<file path="config.mk">
export PLATFORM = sky130hd
export DESIGN_NAME = mcp4822_dual_channel_scheduler
export DESIGN_NICKNAME = d
export VERILOG_FILES = /design/src/rtl/mcp4822_dual_channel_scheduler.sv
export SDC_FILE = /design/constraint.sdc
export NUM_CORES = 1
export LEC_CHECK = 0
export ABC_AREA = 1
export CORE_MARGIN = 4
export CORE_UTILIZATION = 48
export CTS_BUF_LIST = sky130_fd_sc_hd__clkbuf_4 sky130_fd_sc_hd__clkbuf_8
export CTS_CLUSTER_SIZE = 12
export DETAILED_ROUTE_END_ITERATION = 16
export PLACE_DENSITY = 0.86
export SETUP_SLACK_MARGIN = 0.15
export SLEW_MARGIN = 25
export SYNTH_ARGS = -nofsm -noshare
export SYNTH_HDL_FRONTEND = slang
export SYNTH_SLANG_ARGS = --single-unit
</file>
<file path="constraint.sdc">
create_clock -name clk -period 1.8 [get_ports clk]
set_clock_uncertainty 0.2 [all_clocks]
set_input_delay 0.18 -clock clk [delete_from_list [all_inputs] [get_ports clk]]
set_output_delay 0.18 -clock clk [all_outputs]
set_load 0.005 [all_outputs]
</file>
<file path="src/rtl/mcp4822_dual_channel_scheduler.sv">
// mcp4822_dual_channel_scheduler
// Sequences DAC updates for both outputs of an MCP4822. Two producers (A, B)
// hand over 12-bit samples on valid/ready; each channel has a one-deep holding
// register. A round-robin arbiter grants one pending channel at a time. The
// Tx level of the granted serializer instance is then held high for one
// conversion frame, followed by an idle gap.
//
// Ports
//   clk, rst             : system clock, asynchronous active-high reset
//   i_a_valid/i_a_data   : channel A sample in;  o_a_ready = holding reg empty
//   i_b_valid/i_b_data   : channel B sample in;  o_b_ready = holding reg empty
//   o_tx_a, o_tx_b       : Tx levels to the A / B serializer (registered)
//   o_data               : sample presented to both serializers for the frame
//   o_sel                : pin mux select (0 = A instance, 1 = B instance)
//   i_cc                 : conversion-complete flag of the selected instance
//   o_done               : high on the last frame cycle
//   o_cc_err             : high with o_done if i_cc never rose during the frame
//   o_busy               : high in FRAME and GAP
module mcp4822_dual_channel_scheduler #(
   parameter int unsigned FRAME_CYCLES = 2500,
   parameter int unsigned GAP_CYCLES   = 4,
   parameter logic        FIRST_CH     = 1'b0
) (
   input  logic        clk,
   input  logic        rst,
   input  logic        i_a_valid,
   input  logic [11:0] i_a_data,
   output logic        o_a_ready,
   input  logic        i_b_valid,
   input  logic [11:0] i_b_data,
   output logic        o_b_ready,
   output logic        o_tx_a,
   output logic        o_tx_b,
   output logic [11:0] o_data,
   output logic        o_sel,
   input  logic        i_cc,
   output logic        o_done,
   output logic        o_cc_err,
   output logic        o_busy
);

   localparam int unsigned DW = 12;
   localparam int unsigned CW = 12;
   localparam logic [CW-1:0] FRAME_LAST = CW'(FRAME_CYCLES - 1);
   localparam logic [CW-1:0] GAP_LAST   = CW'(GAP_CYCLES - 1);

   typedef enum logic [1:0] {
      ST_IDLE  = 2'd0,
      ST_FRAME = 2'd1,
      ST_GAP   = 2'd2
   } state_t;

   state_t          state;
   logic            pend_a;
   logic            pend_b;
   logic [DW-1:0]   hold_a;
   logic [DW-1:0]   hold_b;
   logic [CW-1:0]   cnt;
   logic            last_ch;
   logic            cc_seen;

   logic            grant_en_c;
   logic            grant_ch_c;
   logic            frame_last_c;

   // Ready depends only on the holding register state, never on valid.
   assign o_a_ready = ~pend_a;
   assign o_b_ready = ~pend_b;

   // Round-robin pick: a lone pending channel wins; on a tie the channel not
   // served last wins.
   assign grant_en_c   = (state == ST_IDLE) && (pend_a || pend_b);
   assign grant_ch_c   = (pend_a && pend_b) ? ~last_ch : pend_b;
   assign frame_last_c = (state == ST_FRAME) && (cnt == FRAME_LAST);

   // Done/error must include i_cc of the last frame cycle itself, so they are
   // decoded from the current state rather than registered a cycle late.
   assign o_done   = frame_last_c;
   assign o_cc_err = frame_last_c && !(cc_seen || i_cc);
   assign o_busy   = (state != ST_IDLE);

   // Holding registers, arbitration and frame/gap sequencing.
   always_ff @(posedge clk or posedge rst) begin
      if (rst) begin
         state   <= ST_IDLE;
         pend_a  <= 1'b0;
         pend_b  <= 1'b0;
         hold_a  <= '0;
         hold_b  <= '0;
         cnt     <= '0;
         last_ch <= ~FIRST_CH;
         cc_seen <= 1'b0;
         o_tx_a  <= 1'b0;
         o_tx_b  <= 1'b0;
         o_data  <= '0;
         o_sel   <= FIRST_CH;
      end else begin
         // Accepts never collide with a grant of the same channel: a grant
         // needs pend=1, an accept needs pend=0.
         if (i_a_valid && !pend_a) begin
            pend_a <= 1'b1;
            hold_a <= i_a_data;
         end
         if (i_b_valid && !pend_b) begin
            pend_b <= 1'b1;
            hold_b <= i_b_data;
         end

         case (state)
            ST_IDLE: begin
               if (grant_en_c) begin
                  o_data  <= grant_ch_c ? hold_b : hold_a;
                  o_sel   <= grant_ch_c;
                  last_ch <= grant_ch_c;
                  o_tx_a  <= ~grant_ch_c;
                  o_tx_b  <= grant_ch_c;
                  cnt     <= '0;
                  cc_seen <= 1'b0;
                  state   <= ST_FRAME;
                  // Freeing the holding register here lets the producer
                  // refill it during its own frame.
                  if (grant_ch_c) begin
                     pend_b <= 1'b0;
                  end else begin
                     pend_a <= 1'b0;
                  end
               end
            end

            ST_FRAME: begin
               cc_seen <= cc_seen | i_cc;
               if (cnt == FRAME_LAST) begin
                  o_tx_a <= 1'b0;
                  o_tx_b <= 1'b0;
                  cnt    <= '0;
                  state  <= ST_GAP;
               end else begin
                  cnt <= cnt + CW'(1);
               end
            end

            ST_GAP: begin
               if (cnt == GAP_LAST) begin
                  cnt   <= '0;
                  state <= ST_IDLE;
               end else begin
                  cnt <= cnt + CW'(1);
               end
            end

            default: begin
               o_tx_a <= 1'b0;
               o_tx_b <= 1'b0;
               cnt    <= '0;
               state  <= ST_IDLE;
            end
         endcase
      end
   end

endmodule

</file>
* Word level (Yosys, flattened, before mapping)
Index checks and enable logic that the tools add are counted.
Storage, ports and cells: input port bits 29, flip-flop bits (word level) 57, logic and storage cells 69
Operators by class: reduce and logical (&&, ||, !) cells 18, eq/ne operators 7, add/subtract/negate cells 1, multiplexer cells 25, bitwise operators 6
Operators with widths (count):
- 12-bit 2-to-1 mux | 4
- 12-bit one-hot mux with 3 select lines | 1
- 1-bit 2-to-1 mux | 13
- 12-bit by 1-bit adder with 12-bit output (second input constant) | 1
- 12-bit == test (second input constant) | 1
- 12-bit by 2-bit == test with 1-bit output (second input constant) | 1
- 1-bit logical AND | 6
- 2-bit 2-to-1 mux | 3
- 1-bit one-hot mux with 3 select lines | 2
- 2-bit one-hot mux with 3 select lines | 1
- 3-bit AND reduction | 2
- 1-bit NOT | 5
- 2-bit inequality test (second input constant) | 2
- 2-bit AND reduction | 2
- 2-bit nonzero test | 2
- 1-bit zero test | 3
- 2-bit by 1-bit == test with 1-bit output (second input constant) | 1
- 2-bit == test (second input constant) | 1
- 2-bit zero test | 1
- 1-bit logical OR | 2
- 2-bit by 1-bit inequality test with 1-bit output (second input constant) | 1
- 1-bit one-hot mux with 2 select lines | 1
- 1-bit bitwise OR | 1

* Logic depth before layout (Yosys ltp)
Gate-level depths: netlist of the first run.
word-level depth 6, gate-level depth with buffers 10

* Worst setup path after synthesis of the first run
OpenSTA, ideal clock, no wires.
path kind flip-flop to flip-flop, start point reg state[0], end point reg cc_seen, cell stages (with the launch flop) 7, library setup time 0.129 ns, period minus slack after synthesis 1.588 ns, data required time 1.471 ns, path slack 0.212 ns, data arrival time 1.259 ns, path through dfrtp_1 > inv_1 > ha_1 > inv_2 > nor2_4 > buf_2 > o22ai_1
On the way: word-level cells in the longest chain between the ends 4, elaborated cells between the ends (all ways) 7, classes of those cells 2 x eq/ne; 1 x mux; 4 x reduce/logical
Ends and longest elaborated chain:
- start, declared | RTL line 53 | state_t state;
- start signal, assigned | RTL line 85 | state <= ST_IDLE;
- start signal, assigned | RTL line 119 | state <= ST_FRAME;
- start signal, assigned | RTL line 136 | state <= ST_GAP;
- 2-bit zero test | RTL line 72, 109
- 1-bit logical AND | RTL line 72 | assign grant_en_c = (state == ST_IDLE) && (pend_a || pend_b);
- 2-bit inequality test (no line)
- 2-bit AND reduction (no line)
- end signal, assigned | RTL line 131 | cc_seen <= cc_seen | i_cc;
- end, declared | RTL line 60 | logic cc_seen;
Parallel ways exist; a longest one is shown, timed or not. A chain may end at the register's enable or synchronous reset.

* Worst setup path in the final report of the first run
start point reg state[1], end point out o_cc_err
On the way: word-level cells in the longest chain between the ends 3
Ends and longest elaborated chain:
- 2-bit by 1-bit == test with 1-bit output | RTL line 74 | assign frame_last_c = (state == ST_FRAME) && (cnt == FRAME_LAST);
- 1-bit logical AND | RTL line 74
- 1-bit logical AND | RTL line 79 | assign o_cc_err = frame_last_c && !(cc_seen || i_cc);
- end, declared | RTL line 38 | output logic o_cc_err,
No other way between the ends.

==> results of run 1 <==
sequential cells by signal (all words and copies together) (netlist names):
name,flops
hold_b,12
o_sel,1
pend_b,1
cnt,12
last_ch,1
cc_seen,1
o_tx_a,1
o_data,12
state,2
pend_a,1
o_tx_b,1
hold_a,12
cell type report:
cell class	count	share of cell area, %
flip-flops and latches	57	35.6
multi-input cells	195	34.2
repair buffers	93	21.3
clock buffers	11	3.78
well taps	72	2.25
inverters	20	2.03
clock inverters	5	0.749
worst min-delay path, delay by kind of cell:
kind                   cells  cell delay [ns]
buffers and inverters      3             0.81
path summary, 6_finish.rpt:
| path | from | to | slack [ns] | cells past startpoint |
|---|---|---|---|---|
| worst min register to register | o_tx_b$_DFFE_PP0P_ | o_tx_b$_DFFE_PP0P_ | 0.31 | 2 |
| worst min-delay path | rst | cnt[10]$_DFFE_PP0P_ | 0.06 | 3 |
| worst max register to register | cnt[1]$_DFFE_PP0P_ | state[0]$_DFFE_PP0P_ | -0.03 | 10 |
| worst max-delay path | state[1]$_DFFE_PP0P_ | o_cc_err | -0.11 | 5 |
| max in group asynchronous | rst | last_ch$_DFFE_PP1P_ | 1.06 | 3 |
| min in group clk | i_a_data[0] | hold_a[0]$_DFFE_PP0P_ | 0.21 | 3 |
metal layers:
metal  routed length, um  up-vias  global-route usage, %
li1                    -     1121                      -
met1                2810     1214                   24.2
met2                4220      126                   38.8
met3                 500       37                   5.16
met4                 301        0                   8.62
met5                   0        -                      0
cell families after synthesis:
| kind of cell | Yosys count | synth area share (%) |
|---|---|---|
| flops | 57 | 52.3 |
| xor+xnor | 5 | 1.61 |
| mux | 22 | 9.08 |
| fa+ha+maj | 4 | 1.83 |
| buf+inv | 29 | 5.37 |
| compound gates | 47 | 9.54 |
| simple gates | 116 | 20.2 |
power by group:
group	leakage, nW	switching (mW)	total, mW	internal (mW)
logic	0.959	1.87	3.57	1.70
registers	0.692	0.383	2.22	1.84
clock network	0.0911	0.535	1.10	0.566
total	1.74	2.78	6.89	4.10
layout by cell type (no fill, tap or decap), types with 2 or more instances in the layout:
cell type         n
a21oi_1           2
a21oi_2          11
a31oi_1          10
buf_12            3
buf_2             2
buf_4            38
buf_6             4
clkbuf_8         11
clkdlybuf4s50_1  42
clkinv_2          3
clkinvlp_4        3
dfrtp_1          55
dlygate4sd2_1     2
ha_2              2
inv_1            10
inv_2             8
mux2_2           22
nand2_1          57
nand2_2           4
nand2_4           2
nand2_8           4
nand3_1           3
nand3_2           2
nand4_1           4
nor2_1           19
nor2_2            4
nor2_4           14
o21ai_0          11
o21ai_1           8
o21ai_2           4
xor2_1            5
through the flow:
step                worst slack, ns  area, um^2
floorplan                     0.212        2730
global placement            -0.0365        3560
detailed placement           -0.121        3560
CTS                         -0.0669        3870
global route                 -0.192        4010
finish                       -0.111        4010
what timing repair did:
item | in CTS | in global routing
endpoints found under the hold margin | 0 | 0
setup endpoints to repair | 35 | 36
resized for setup | 38 | 43
cloned | 1 | 0
buffers inserted | 3 | 3
pin swaps | 8 | 9
==> flow_summary_export.csv, run 1 <==
group,metric,value,unit
min_path,hp-class,"in2async",
drt,drt_iter0_drc,159,
sta,hold_viol_final,0,
sta,rsz0062_at_grt,"yes",
sta,slew_viol_final,0,
yosys,synth-async-reset-ratio,100,%
yosys,synth_nets,313,
critical_path,critPathMaxStageDelay,0.41,ns
drt,routed_wl,7.83,mm
drt,dr.pass1.iters,4,
placement,post-dp-hpwl,4.75,mm
floorplanning,coreArea,5510,um^2
critical_path,worstPathRequired,1.42,ns
cts,cts.sinks,57,
critical_path,crit_path_frequent_cell,"inv_2",
placement,globalplace.congestion,0.858,
layout,nFillCells,340,
layout,fin_util,72.8,%
layout,final_cells,453,
yosys,synth.area.top_cells,"dfrtp_1 51%, mux2_2 9.1%, nand2_1 8.3%",
sta,whs,0.0556,ns
critical_path,end_kind,"output pin",
cts,numCtsBuffers,9,
cts,cts_tree,"yes",
status,outcome,"finished with violations",
sta,finalCriticalPeriod,1.91,ns
layout,area_delta_synth_final,47.0,%
floorplanning,die_w,83.4,um
critical_path,crit_chain,"inv_2 > ha_2 > inv_2 > nor4_2 > buf_2",
global_route,grt_max_degree,58,
power,p_per_area,1720,nW/um^2
drt,drc_errors,0,
floorplanning,ioPinCount,49,
sta,setup_tns,-0.253,ns
status,violations,"negative setup slack",
yosys,ys.flop_type,"dfrtp_1",
layout,multiInputGateArea,1370,um^2
sta,setup_ws,-0.111,ns
drt,viasPerCell,5.51,
floorplanning,die_h,83.4,um
cts,htree_levels,3,
yosys,syn_avg_cell_area,9.74,um^2
sta,max_freq,523,MHz
global_route,grtUsageTotal,21.5,%
layout,final_net_count,409,
yosys,synth_top_cell_by_area,"dfrtp_1",
sta,post-route-period-util,106,%
flow_run,maxCapViolCount,0,
global_route,globalRoute.totalOverflow,0,
global_route,grt_pass1_vias,2615,
global_route,antenna_found_initial,0,
layout,antenna_cells,0,
yosys,yosysWarnings,0,
critical_path,crit_buf_inv,3,
power,leakage,1.74,nW
yosys,ys_seq_elements,57,
cts,cts_max_path_buffers,2,
drt,wl_per_cell,17.3,um
power,totalPowerFinal,6.89,mW
yosys,synth_top_area_share,51.4,%
layout,drive_gt1_share,39.1,%
yosys,yosysMostFrequentCell,"nand2_1",
critical_path,critPathArrivalTime,1.53,ns
cts,clkSlewWorstSetupHoldPaths,0.07,ns
drt,vias,2498,
layout,regArea,1430,um^2
cts,holdBufCountCts,0,
yosys,yosysUniqueCellTypes,30,
floorplanning,row_count,27,
yosys,synth-edff-count,0,
critical_path,crit_type,"reg2out",
floorplanning,dieArea,6950,um^2
placement,port-buffer-count,48,
global_route,grt_pass1_wl,11.9,mm
placement,dpl.cell_count,430,
sta,worstMarginPinSlew,0.346,ns
yosys,synthTopCellsByCount,"60 x nand2_1, 56 x dfrtp_1, 31 x nor2_1",
critical_path,crit_family,"flip-flops",
power,ir_worst_vdd,1.08,mV
critical_path,crit_path_top_delay_cell,"dfrtp_1",
cts,cts_root_buffer,"clkbuf_8",
critical_path,worstPathMaxFanout,3,
yosys,syn_inst,280,
yosys,netlist_area,2730,um^2
critical_path,startpoint_type,"register",
cts,clkLatencyLatePin,0.35,ns
yosys,ys_seq_area_share,52.3,%
floorplanning,start_util,49.5,%
sta,relSlewSlack,76.8,%
drt,ant_nets,0,
sta,setup_violations,9,
(Power assumes the default switching activity.)
==> run 2, diff against run 1 <==
Settings changed: SKIP_CTS_REPAIR_TIMING from default to 1.
==> flow_summary_export.csv, run 2 (synthesized netlist as in run 1, its figures left out) <==
group,metric,value,unit
sta,hold_viol_final,0,
critical_path,end_kind,"output pin",
layout,nFillCells,327,
drt,drt_iter0_drc,174,
placement,place_ws,-0.121,ns
power,leakage,1.76,nW
power,p_comb_share,51.6,%
cts,cts_max_path_buffers,2,
global_route,grt_pass1_vias,2528,
placement,post-dp-hpwl,4.75,mm
global_route,grtUsageTotal,20.0,%
sta,worstMarginPinSlew,0.306,ns
drt,dr.pass1.iters,4,
sta,slew_viol_final,0,
floorplanning,coreArea,5510,um^2
drt,drc_errors,0,
cts,cts_tree,"yes",
critical_path,critPathMaxStageDelay,0.41,ns
drt,ant_nets,0,
critical_path,crit_path_frequent_cell,"nor2_4",
cts,cts_root_buffer,"clkbuf_8",
sta,whs,0.0672,ns
cts,clkLatencyLatePin,0.34,ns
critical_path,crit_type,"reg2out",
layout,antenna_cells,0,
global_route,grt_use_met2,35.5,%
power,ir_worst_vdd,1.42,mV
power,power.internal,4.16,mW
sta,relSlewSlack,79.6,%
global_route,grt_max_degree,58,
min_path,hp-class,"in2async",
power,p_per_area,1710,nW/um^2
drt,viasPerCell,5.48,
critical_path,startpoint_type,"register",
power,p_clk_share,15.9,%
placement,port-buffer-count,48,
floorplanning,die_h,83.4,um
floorplanning,dieArea,6950,um^2
critical_path,worstPathRequired,1.42,ns
layout,final_cell_mix,"57 x nand2_1, 54 x dfrtp_1, 42 x clkdlybuf4s50_1, 37 x buf_4, 22 x mux2_2",
sta,setup_violations,14,
power,p_sw_share,39.8,%
drt,routed_wl,7.73,mm
placement,globalplace.congestion,0.858,
layout,fin_util,73.6,%
layout,area_delta_synth_final,48.5,%
cts,cts.sinks,57,
layout,drive_gt1_share,38.8,%
global_route,antenna_found_initial,0,
critical_path,crit_chain,"ha_4 > nand2_4 > nor2_4 > nand3_2 > buf_6 > nor2_4 > clkbuf_2",
sta,post-route-period-util,106,%
cts,htree_levels,3,
status,violations,"negative setup slack",
layout,final_common_cell,"nand2_1",
power,power_frac_seq,32.5,%
floorplanning,row_count,27,
floorplanning,ioPinCount,49,
critical_path,worstPathMaxFanout,2,
global_route,busiest_layer,"met2",
sta,finalCriticalPeriod,1.90,ns
layout,final_net_count,409,
status,outcome,"finished with violations",
global_route,grt_use_met1,22.3,%
floorplanning,die_w,83.4,um
sta,rsz0062_at_grt,"yes",
sta,setup_ws,-0.101,ns
floorplanning,start_util,49.5,%
sta,max_freq,526,MHz
global_route,grt_pass1_wl,11.1,mm
global_route,globalRoute.totalOverflow,0,
drt,vias,2482,
power,switchingPower,2.76,mW
flow_run,maxCapViolCount,0,
cts,numCtsBuffers,9,
critical_path,critPathArrivalTime,1.52,ns
global_route,gr-usage-met3,5.46,%
critical_path,crit_path_top_delay_cell,"dfrtp_1",
drt,wl_per_cell,17.1,um
cts,clkSlewWorstSetupHoldPaths,0.08,ns
run 2: worst paths after layout:
path / start / endpoint / slack (ns) / cells after the start
worst max-delay path: cnt[0]$_DFFE_PP0P_ / o_done / -0.10 / 7
worst max register to register: cnt[0]$_DFFE_PP0P_ / o_tx_a$_DFFE_PP0P_ / -0.05 / 10
worst min register to register: last_ch$_DFFE_PP1P_ / last_ch$_DFFE_PP1P_ / 0.29 / 2
max in group asynchronous: rst / last_ch$_DFFE_PP1P_ / 1.05 / 3
min in group clk: i_a_data[0] / hold_a[0]$_DFFE_PP0P_ / 0.23 / 3
worst min-delay path: rst / cnt[7]$_DFFE_PP0P_ / 0.07 / 3
run 2: worst max-delay path, delay by kind of cell (launching register included):
family | cells | cell delay [ns]
buffers and inverters | 2 | 0.26
AND/OR/NAND/NOR | 4 | 0.33
adder cells (fa/ha/maj) | 1 | 0.17
flip-flops | 1 | 0.41
run 2: power by group through the flow:
| stage | combinational (mW) | clock, mW | sequential (mW) |
|---|---|---|---|
| floorplan | 1.55 | 0 | 2.10 |
| global placement | 2.58 | 0 | 2.13 |
| detailed placement | 2.70 | 0 | 2.17 |
| CTS | 2.73 | 1.10 | 2.15 |
| global route | 3.82 | 1.18 | 2.30 |
| finish | 3.57 | 1.10 | 2.25 |
run 2: cell type report:
type                       instances  area, um^2  area share (%)
sequential                        57        1430            35.3
multi-input combinational        195        1390            34.3
timing repair buffer              93         877            21.7
clock buffer                      11         151            3.74
tap                               72        90.1            2.22
inverter                          20        81.3            2.01
clock inverter                     5        30.0           0.741
run 2: layer usage:
| layer | share of wire [%] | routed length (um) | vias up |
|---|---|---|---|
| met5 | 0 | 0 | - |
| met4 | 3.4 | 263 | 0 |
| met3 | 5.8 | 452 | 31 |
| met2 | 53 | 4110 | 109 |
| met1 | 38 | 2910 | 1216 |
| li1 | - | - | 1126 |
run 2: per-stage QoR:
stage / cell area, um^2 / setup TNS, ns / power [mW] / std cells
after floorplan: 2730 / 0 / 3.65 / 280
after global placement: 3560 / -0.0698 / 4.71 / 430
after detailed placement: 3560 / -0.245 / 4.87 / 430
after CTS: 3740 / -1.41 / 5.98 / 446
after global routing: 4050 / -1.66 / 7.30 / 453
final: 4050 / -0.387 / 6.92 / 453
